### config.mk
export PLATFORM = sky130hd
export DESIGN_NAME = uart_link
export DESIGN_NICKNAME = d
export VERILOG_FILES = /design/src/rtl/uart_pkg.sv /design/src/rtl/uart_bit_timer.sv /design/src/rtl/uart_link.sv
export SDC_FILE = /design/constraint.sdc
export NUM_CORES = 1
export LEC_CHECK = 0
export BUFFER_PORTS_ARGS = -buffer_cell sky130_fd_sc_hd__buf_4
export CORE_MARGIN = 2
export CORE_UTILIZATION = 60
export CTS_CLUSTER_DIAMETER = 30
export CTS_CLUSTER_SIZE = 10
export DETAILED_ROUTE_END_ITERATION = 8
export GPL_ROUTABILITY_DRIVEN = 1
export PLACE_DENSITY = 0.88
export SLEW_MARGIN = 15
export SYNTH_ARGS = -nofsm -noshare
export SYNTH_HDL_FRONTEND = slang
export SYNTH_HIERARCHICAL = 1
export SYNTH_SLANG_ARGS = --single-unit
### constraint.sdc
create_clock -name clk -period 3.7 [get_ports clk]
set_clock_uncertainty 0.1 [all_clocks]
set_input_delay 0.555 -clock clk [delete_from_list [all_inputs] [get_ports clk]]
set_output_delay 0.555 -clock clk [all_outputs]
set_load 0.05 [all_outputs]
### src/rtl/uart_pkg.sv
// Shared UART frame constants, FSM state types and the parity helper used
// by both the transmit and receive paths of uart_link.
package uart_pkg;

  localparam int   DATA_BITS = 8;
  localparam logic START_BIT = 1'b0;
  localparam logic STOP_BIT  = 1'b1;

  typedef enum logic [2:0] {
    TX_IDLE,
    TX_START,
    TX_DATA,
    TX_PARITY,
    TX_STOP
  } tx_state_t;

  typedef enum logic [2:0] {
    RX_IDLE,
    RX_START,
    RX_DATA,
    RX_PARITY,
    RX_STOP,
    RX_WAIT_IDLE
  } rx_state_t;

  // Even parity when odd=0: data plus parity bit carries an even count of ones.
  function automatic logic parity_bit(input logic [DATA_BITS-1:0] data, input logic odd);
    return (^data) ^ odd;
  endfunction

endpackage

### src/rtl/uart_bit_timer.sv
// Reloadable down-counter: a load at one edge makes tick high in the cycle
// before the edge that lies load_value cycles later.
module uart_bit_timer #(
  parameter int WIDTH = 5
) (
  input  logic             clk,
  input  logic             reset,
  input  logic             load,
  input  logic [WIDTH-1:0] load_value,
  output logic             tick
);

  logic [WIDTH-1:0] count_reg;
  logic             active_reg;

  always_ff @(posedge clk) begin
    if (reset) begin
      count_reg  <= '0;
      active_reg <= 1'b0;
    end else if (load) begin
      count_reg  <= load_value - WIDTH'(1);
      active_reg <= 1'b1;
    end else if (active_reg) begin
      if (count_reg == '0) begin
        active_reg <= 1'b0;
      end else begin
        count_reg <= count_reg - WIDTH'(1);
      end
    end
  end

  assign tick = active_reg && (count_reg == '0);

endmodule

### src/rtl/uart_link.sv
// Full-duplex 8-bit UART (start, 8 data LSB-first, parity, stop) with
// independent TX and RX state machines sharing one clock.
module uart_link
  import uart_pkg::*;
#(
  parameter int CLKS_PER_BIT = 16,
  parameter int PARITY_ODD   = 0
) (
  input  logic       clk,
  input  logic       reset,
  input  logic [7:0] data_to_tx,
  input  logic       start_tx,
  output logic       tx,
  output logic       tx_busy,
  input  logic       rx,
  output logic [7:0] data_received,
  output logic       rx_done,
  output logic       parity_error
);

  localparam int             TW        = $clog2(CLKS_PER_BIT + 1);
  localparam logic [TW-1:0]  FULL_BIT  = TW'(CLKS_PER_BIT);
  localparam logic [TW-1:0]  HALF_BIT  = TW'(CLKS_PER_BIT / 2);
  localparam logic           ODD       = (PARITY_ODD != 0);
  localparam logic [2:0]     LAST_BIT  = 3'(DATA_BITS - 1);

  // ---------------- transmit path ----------------
  tx_state_t             tx_state_reg;
  logic [DATA_BITS-1:0]  tx_shift_reg;
  logic [2:0]            tx_idx_reg;
  logic                  tx_par_reg;
  logic                  tx_reg;
  logic                  tx_busy_reg;
  logic                  tx_tick;
  logic                  tx_timer_load;

  assign tx_timer_load = ((tx_state_reg == TX_IDLE) && start_tx) ||
                         (tx_tick && (tx_state_reg != TX_STOP));

  uart_bit_timer #(.WIDTH(TW)) u_tx_timer (
    .clk        (clk),
    .reset      (reset),
    .load       (tx_timer_load),
    .load_value (FULL_BIT),
    .tick       (tx_tick)
  );

  always_ff @(posedge clk) begin
    if (reset) begin
      tx_state_reg <= TX_IDLE;
      tx_shift_reg <= '0;
      tx_idx_reg   <= '0;
      tx_par_reg   <= 1'b0;
      tx_reg       <= 1'b1;
      tx_busy_reg  <= 1'b0;
    end else begin
      case (tx_state_reg)
        TX_IDLE: begin
          if (start_tx) begin
            tx_shift_reg <= data_to_tx;
            tx_par_reg   <= parity_bit(data_to_tx, ODD);
            tx_reg       <= START_BIT;
            tx_busy_reg  <= 1'b1;
            tx_state_reg <= TX_START;
          end
        end
        TX_START: begin
          if (tx_tick) begin
            tx_reg       <= tx_shift_reg[0];
            tx_shift_reg <= tx_shift_reg >> 1;
            tx_idx_reg   <= '0;
            tx_state_reg <= TX_DATA;
          end
        end
        TX_DATA: begin
          if (tx_tick) begin
            if (tx_idx_reg == LAST_BIT) begin
              tx_reg       <= tx_par_reg;
              tx_state_reg <= TX_PARITY;
            end else begin
              tx_reg       <= tx_shift_reg[0];
              tx_shift_reg <= tx_shift_reg >> 1;
              tx_idx_reg   <= tx_idx_reg + 3'd1;
            end
          end
        end
        TX_PARITY: begin
          if (tx_tick) begin
            tx_reg       <= STOP_BIT;
            tx_state_reg <= TX_STOP;
          end
        end
        TX_STOP: begin
          // Dropping to IDLE guarantees at least one idle cycle between frames.
          if (tx_tick) begin
            tx_reg       <= 1'b1;
            tx_busy_reg  <= 1'b0;
            tx_state_reg <= TX_IDLE;
          end
        end
        default: tx_state_reg <= TX_IDLE;
      endcase
    end
  end

  assign tx      = tx_reg;
  assign tx_busy = tx_busy_reg;

  // ---------------- receive path ----------------
  logic                  rx_meta_reg;
  logic                  rx_sync_reg;
  logic                  rx_prev_reg;
  logic                  rx_fall;
  rx_state_t             rx_state_reg;
  logic [DATA_BITS-1:0]  rx_shift_reg;
  logic [2:0]            rx_idx_reg;
  logic                  rx_par_reg;
  logic [7:0]            data_received_reg;
  logic                  rx_done_reg;
  logic                  parity_error_reg;
  logic                  rx_tick;
  logic                  rx_timer_load;
  logic [TW-1:0]         rx_timer_value;

  // Synchroniser flops reset to the idle level so reset never fakes a start edge.
  always_ff @(posedge clk) begin
    if (reset) begin
      rx_meta_reg <= 1'b1;
      rx_sync_reg <= 1'b1;
      rx_prev_reg <= 1'b1;
    end else begin
      rx_meta_reg <= rx;
      rx_sync_reg <= rx_meta_reg;
      rx_prev_reg <= rx_sync_reg;
    end
  end

  assign rx_fall = rx_prev_reg && !rx_sync_reg;

  assign rx_timer_load = ((rx_state_reg == RX_IDLE) && rx_fall) ||
                         (rx_tick && (((rx_state_reg == RX_START) && (rx_sync_reg == START_BIT)) ||
                                      (rx_state_reg == RX_DATA) ||
                                      (rx_state_reg == RX_PARITY)));
  assign rx_timer_value = (rx_state_reg == RX_IDLE) ? HALF_BIT : FULL_BIT;

  uart_bit_timer #(.WIDTH(TW)) u_rx_timer (
    .clk        (clk),
    .reset      (reset),
    .load       (rx_timer_load),
    .load_value (rx_timer_value),
    .tick       (rx_tick)
  );

  always_ff @(posedge clk) begin
    if (reset) begin
      rx_state_reg      <= RX_IDLE;
      rx_shift_reg      <= '0;
      rx_idx_reg        <= '0;
      rx_par_reg        <= 1'b0;
      data_received_reg <= '0;
      rx_done_reg       <= 1'b0;
      parity_error_reg  <= 1'b0;
    end else begin
      rx_done_reg <= 1'b0;
      case (rx_state_reg)
        RX_IDLE: begin
          if (rx_fall) rx_state_reg <= RX_START;
        end
        RX_START: begin
          if (rx_tick) begin
            rx_idx_reg   <= '0;
            rx_state_reg <= (rx_sync_reg == START_BIT) ? RX_DATA : RX_IDLE;
          end
        end
        RX_DATA: begin
          if (rx_tick) begin
            rx_shift_reg <= {rx_sync_reg, rx_shift_reg[DATA_BITS-1:1]};
            if (rx_idx_reg == LAST_BIT) begin
              rx_state_reg <= RX_PARITY;
            end else begin
              rx_idx_reg <= rx_idx_reg + 3'd1;
            end
          end
        end
        RX_PARITY: begin
          if (rx_tick) begin
            rx_par_reg   <= rx_sync_reg;
            rx_state_reg <= RX_STOP;
          end
        end
        RX_STOP: begin
          // A low stop bit is still reported; the line must go idle before re-arming.
          if (rx_tick) begin
            data_received_reg <= rx_shift_reg;
            parity_error_reg  <= (rx_par_reg != parity_bit(rx_shift_reg, ODD));
            rx_done_reg       <= 1'b1;
            rx_state_reg      <= (rx_sync_reg == STOP_BIT) ? RX_IDLE : RX_WAIT_IDLE;
          end
        end
        RX_WAIT_IDLE: begin
          if (rx_sync_reg) rx_state_reg <= RX_IDLE;
        end
        default: rx_state_reg <= RX_IDLE;
      endcase
    end
  end

  assign data_received = data_received_reg;
  assign rx_done       = rx_done_reg;
  assign parity_error  = parity_error_reg;

endmodule

==> summary.md <==
| Metric | Value |
|---|---|
| DRC Markers | `0` |
| Unrepaired setup endpoints after global routing | `false` |
| Ports | `24` |
| Critical path class | `reg -> reg` |
| H-tree depth | `3` |
| P_leak | `0.00134 uW` |
| Slew Limit Fails | `0` |
| Setup crit start | `u_rx_timer/count_reg[0]` |
| Vias | `2717` |
| Yosys top cell area share | `37.0%` |
| CTS tree | `done` |
| Gr usage total | `23.0%` |
| Syn_area_per_cell | `8.41 um^2` |
| Slew @ Worst Pin | `0.833 ns` |
| Critical Path Fanout Max | `8` |
| Number of detailed-route iterations in the first pass | `5` |
| Nets@finish | `418` |
| Die Y | `75.7 um` |
| Placement Rows | `26` |
| Remaining antenna violation count | `0` |
| Post-Route WL | `6280 um` |
| Synth top area cells | `dfxtp_1, nand2_1, a21oi_1` |
| Initial Utilization | `61.2%` |
| Resized cells post-CTS | `0` |
| DIE WIDTH | `75.7 um` |
| Final setup vio count | `0` |
| CP Capture Type | `register` |
| Most frequent cells after synthesis | `dfxtp_1, nand2_1, a21oi_1, nor2_1, o21ai_0` |
| Final period util | `90.4%` |
| Register bit count reported by yosys | `57` |
| Most frequent cell after synthesis | `dfxtp_1` |
| Sink Count | `57` |
| Hold Path Stages | `2` |
| Hold path startpoint | `rx` |
| Worst-Skew Late Latency | `0.33 ns` |
| Port Buf Inserts | `23` |
| Clock root cell | `clkbuf_8` |
| Post-layout util | `70.5%` |
| Synth area leader | `dfxtp_1` |
| Worst reg2reg path depth | `11` |
| Startpoint of the worst register-to-register path | `u_rx_timer/count_reg[0]` |
| Ys Warns | `6` |
| Die area | `0.00573 mm^2` |
| Share of cells above drive strength 1 | `17.0%` |
| WP data arrival | `3.46 ns` |
| Post-synthesis cell count | `367` |
| Antenna diodes | `0` |
| Max-cap viol count | `0` |
| Placer Congestion | `0.836` |
| Sequential fraction of the synthesis area | `37.0%` |
| Initial detailed-routing violation count | `152` |
| Most common flop cell mapped by yosys | `dfxtp_1` |
| Via density | `5.72` |
| Cts-stage hold buffer count | `0` |
| CP startpoint kind | `register` |
| Status | `finished, final reports clean` |
| IR drop worst, VDD | `0.593 mV` |
| FF-to-FF End | `u_rx_timer/count_reg[4]` |
| CTS max path bufs | `2` |
| First-pass GRT wire length | `10000 um` |
| CTS Buf Count | `9` |
| Worst path required time | `3.82 ns` |
| WHS Endpoint | `rx_meta_reg` |
| EDFF count, synth | `0` |
| Number of global-route vias before repair | `2327` |
| Fraction of registers with async set/reset | `0%` |
| Max Freq | `0.299 GHz` |
| # Post-CTS Setup Buffers | `0` |
| Synthesized area | `0.00309 mm^2` |
| Setup slack, reg-to-reg | `0.36 ns` |
| HPWL Detailed | `4140 um` |
| Setup_tns | `0 ns` |
| Final Hold Viols | `0` |
| Area of the core | `0.00504 mm^2` |
| Clock transition at path regs | `0.06 ns` |
| PD cells | `533 mW/mm^2` |
| Grt ovf | `0` |
| Initial antenna violation count | `0` |
| Minimum clock period | `3.34 ns` |
| WL per Instance | `13.2 um` |
| Number of distinct library cells after synthesis | `56` |
| Slew margin rel. | `44.0%` |
| Hold Path Class | `in -> reg` |
| Layout area overhead | `15.2%` |
| Largest net degree at the start of global routing | `62` |
==> metrics by stage <==
stage / instance area (um^2) / total power, uW / hold WS (ns) / setup WS (ns) / std cells
after detailed placement: 3340 / 1260 / 0.307 / 0.378 / 459
final: 3560 / 1900 / 0.307 / 0.356 / 475
after floorplan: 3150 / 1160 / 0.289 / 0.298 / 385
after CTS: 3560 / 1910 / 0.290 / 0.362 / 475
after global placement: 3340 / 1230 / 0.300 / 0.534 / 459
after global routing: 3560 / 2000 / 0.295 / 0.114 / 475
==> cell type report <==
class / count / area (um^2)
multi-input combinational: 294 / 1860
clock buffer: 11 / 141
tap: 70 / 87.6
fill: 385 / 1490
sequential: 57 / 1140
timing repair buffer: 28 / 210
inverter: 10 / 37.5
clock inverter: 5 / 78.8
==> metal layers <==
layer | track usage [%] | share of wire, % | vias up
met5 | 0 | 0 | -
met4 | 9.36 | 1.3 | 0
met3 | 7.54 | 4.7 | 9
met2 | 38.5 | 50 | 69
met1 | 27.4 | 44 | 1280
li1 | - | - | 1359
==> report_power, final <==
part | internal, uW | switching, uW
combinational | 232 | 259
clock | 396 | 244
sequential | 675 | 89.1
==> worst max-delay path, stage by stage, from the launching register on <==
cell      delay, ns
dfxtp_1        0.36
or4_4          0.59
nor3_1         0.22
nand2_1        0.12
a21boi_0       0.15
o21ai_0        0.14
and2_1         0.33
mux2i_1        0.26
ha_1           0.28
nor4bb_1       0.37
mux2i_1        0.23
o22ai_1        0.08
==> worst max-delay path by stage <==
stage | end | cells past startpoint
after floorplan | u_tx_timer/count_reg[4] | 11
after global placement | u_rx_timer/count_reg[4] | 11
after detailed placement | u_rx_timer/count_reg[4] | 11
after CTS | u_rx_timer/count_reg[4] | 11
after global routing | u_rx_timer/count_reg[4] | 11
final | u_rx_timer/count_reg[4] | 11
==> placed cells by master (no fill, tap or decap), types with 3 or more instances in the layout <==
master     instances
dfxtp_1           57
nand2_1           52
a21oi_1           33
buf_4             28
nor2_1            27
o21ai_0           20
conb_1            20
xnor2_1           15
mux2i_1           11
inv_1             10
a311oi_1          10
clkbuf_8          10
nor3_1             7
or2_2              7
ha_1               6
and2b_2            6
nand3b_1           5
nor4b_1            4
o22ai_1            4
nand4bb_1          3
nor3b_1            3
nor2b_1            3
or4_1              3
and3_1             3
a32oi_1            3
nand3_1            3
a221oi_1           3
==> kinds of logic (layout without fill, tap and decap cells) <==
| logic type | count (synthesis) | after routing | share of synthesized area, % |
|---|---|---|---|
| simple gates | 142 | 142 | 24.8 |
| compound gates | 96 | 96 | 21.2 |
| flops | 57 | 57 | 37.0 |
| buf+inv | 34 | 54 | 4.95 |
| xor+xnor | 18 | 18 | 5.55 |
| mux | 12 | 12 | 3.93 |
| fa+ha+maj | 6 | 6 | 2.43 |
| other cells | 2 | 20 | 0.243 |
Power figures use the tool's default switching activity.
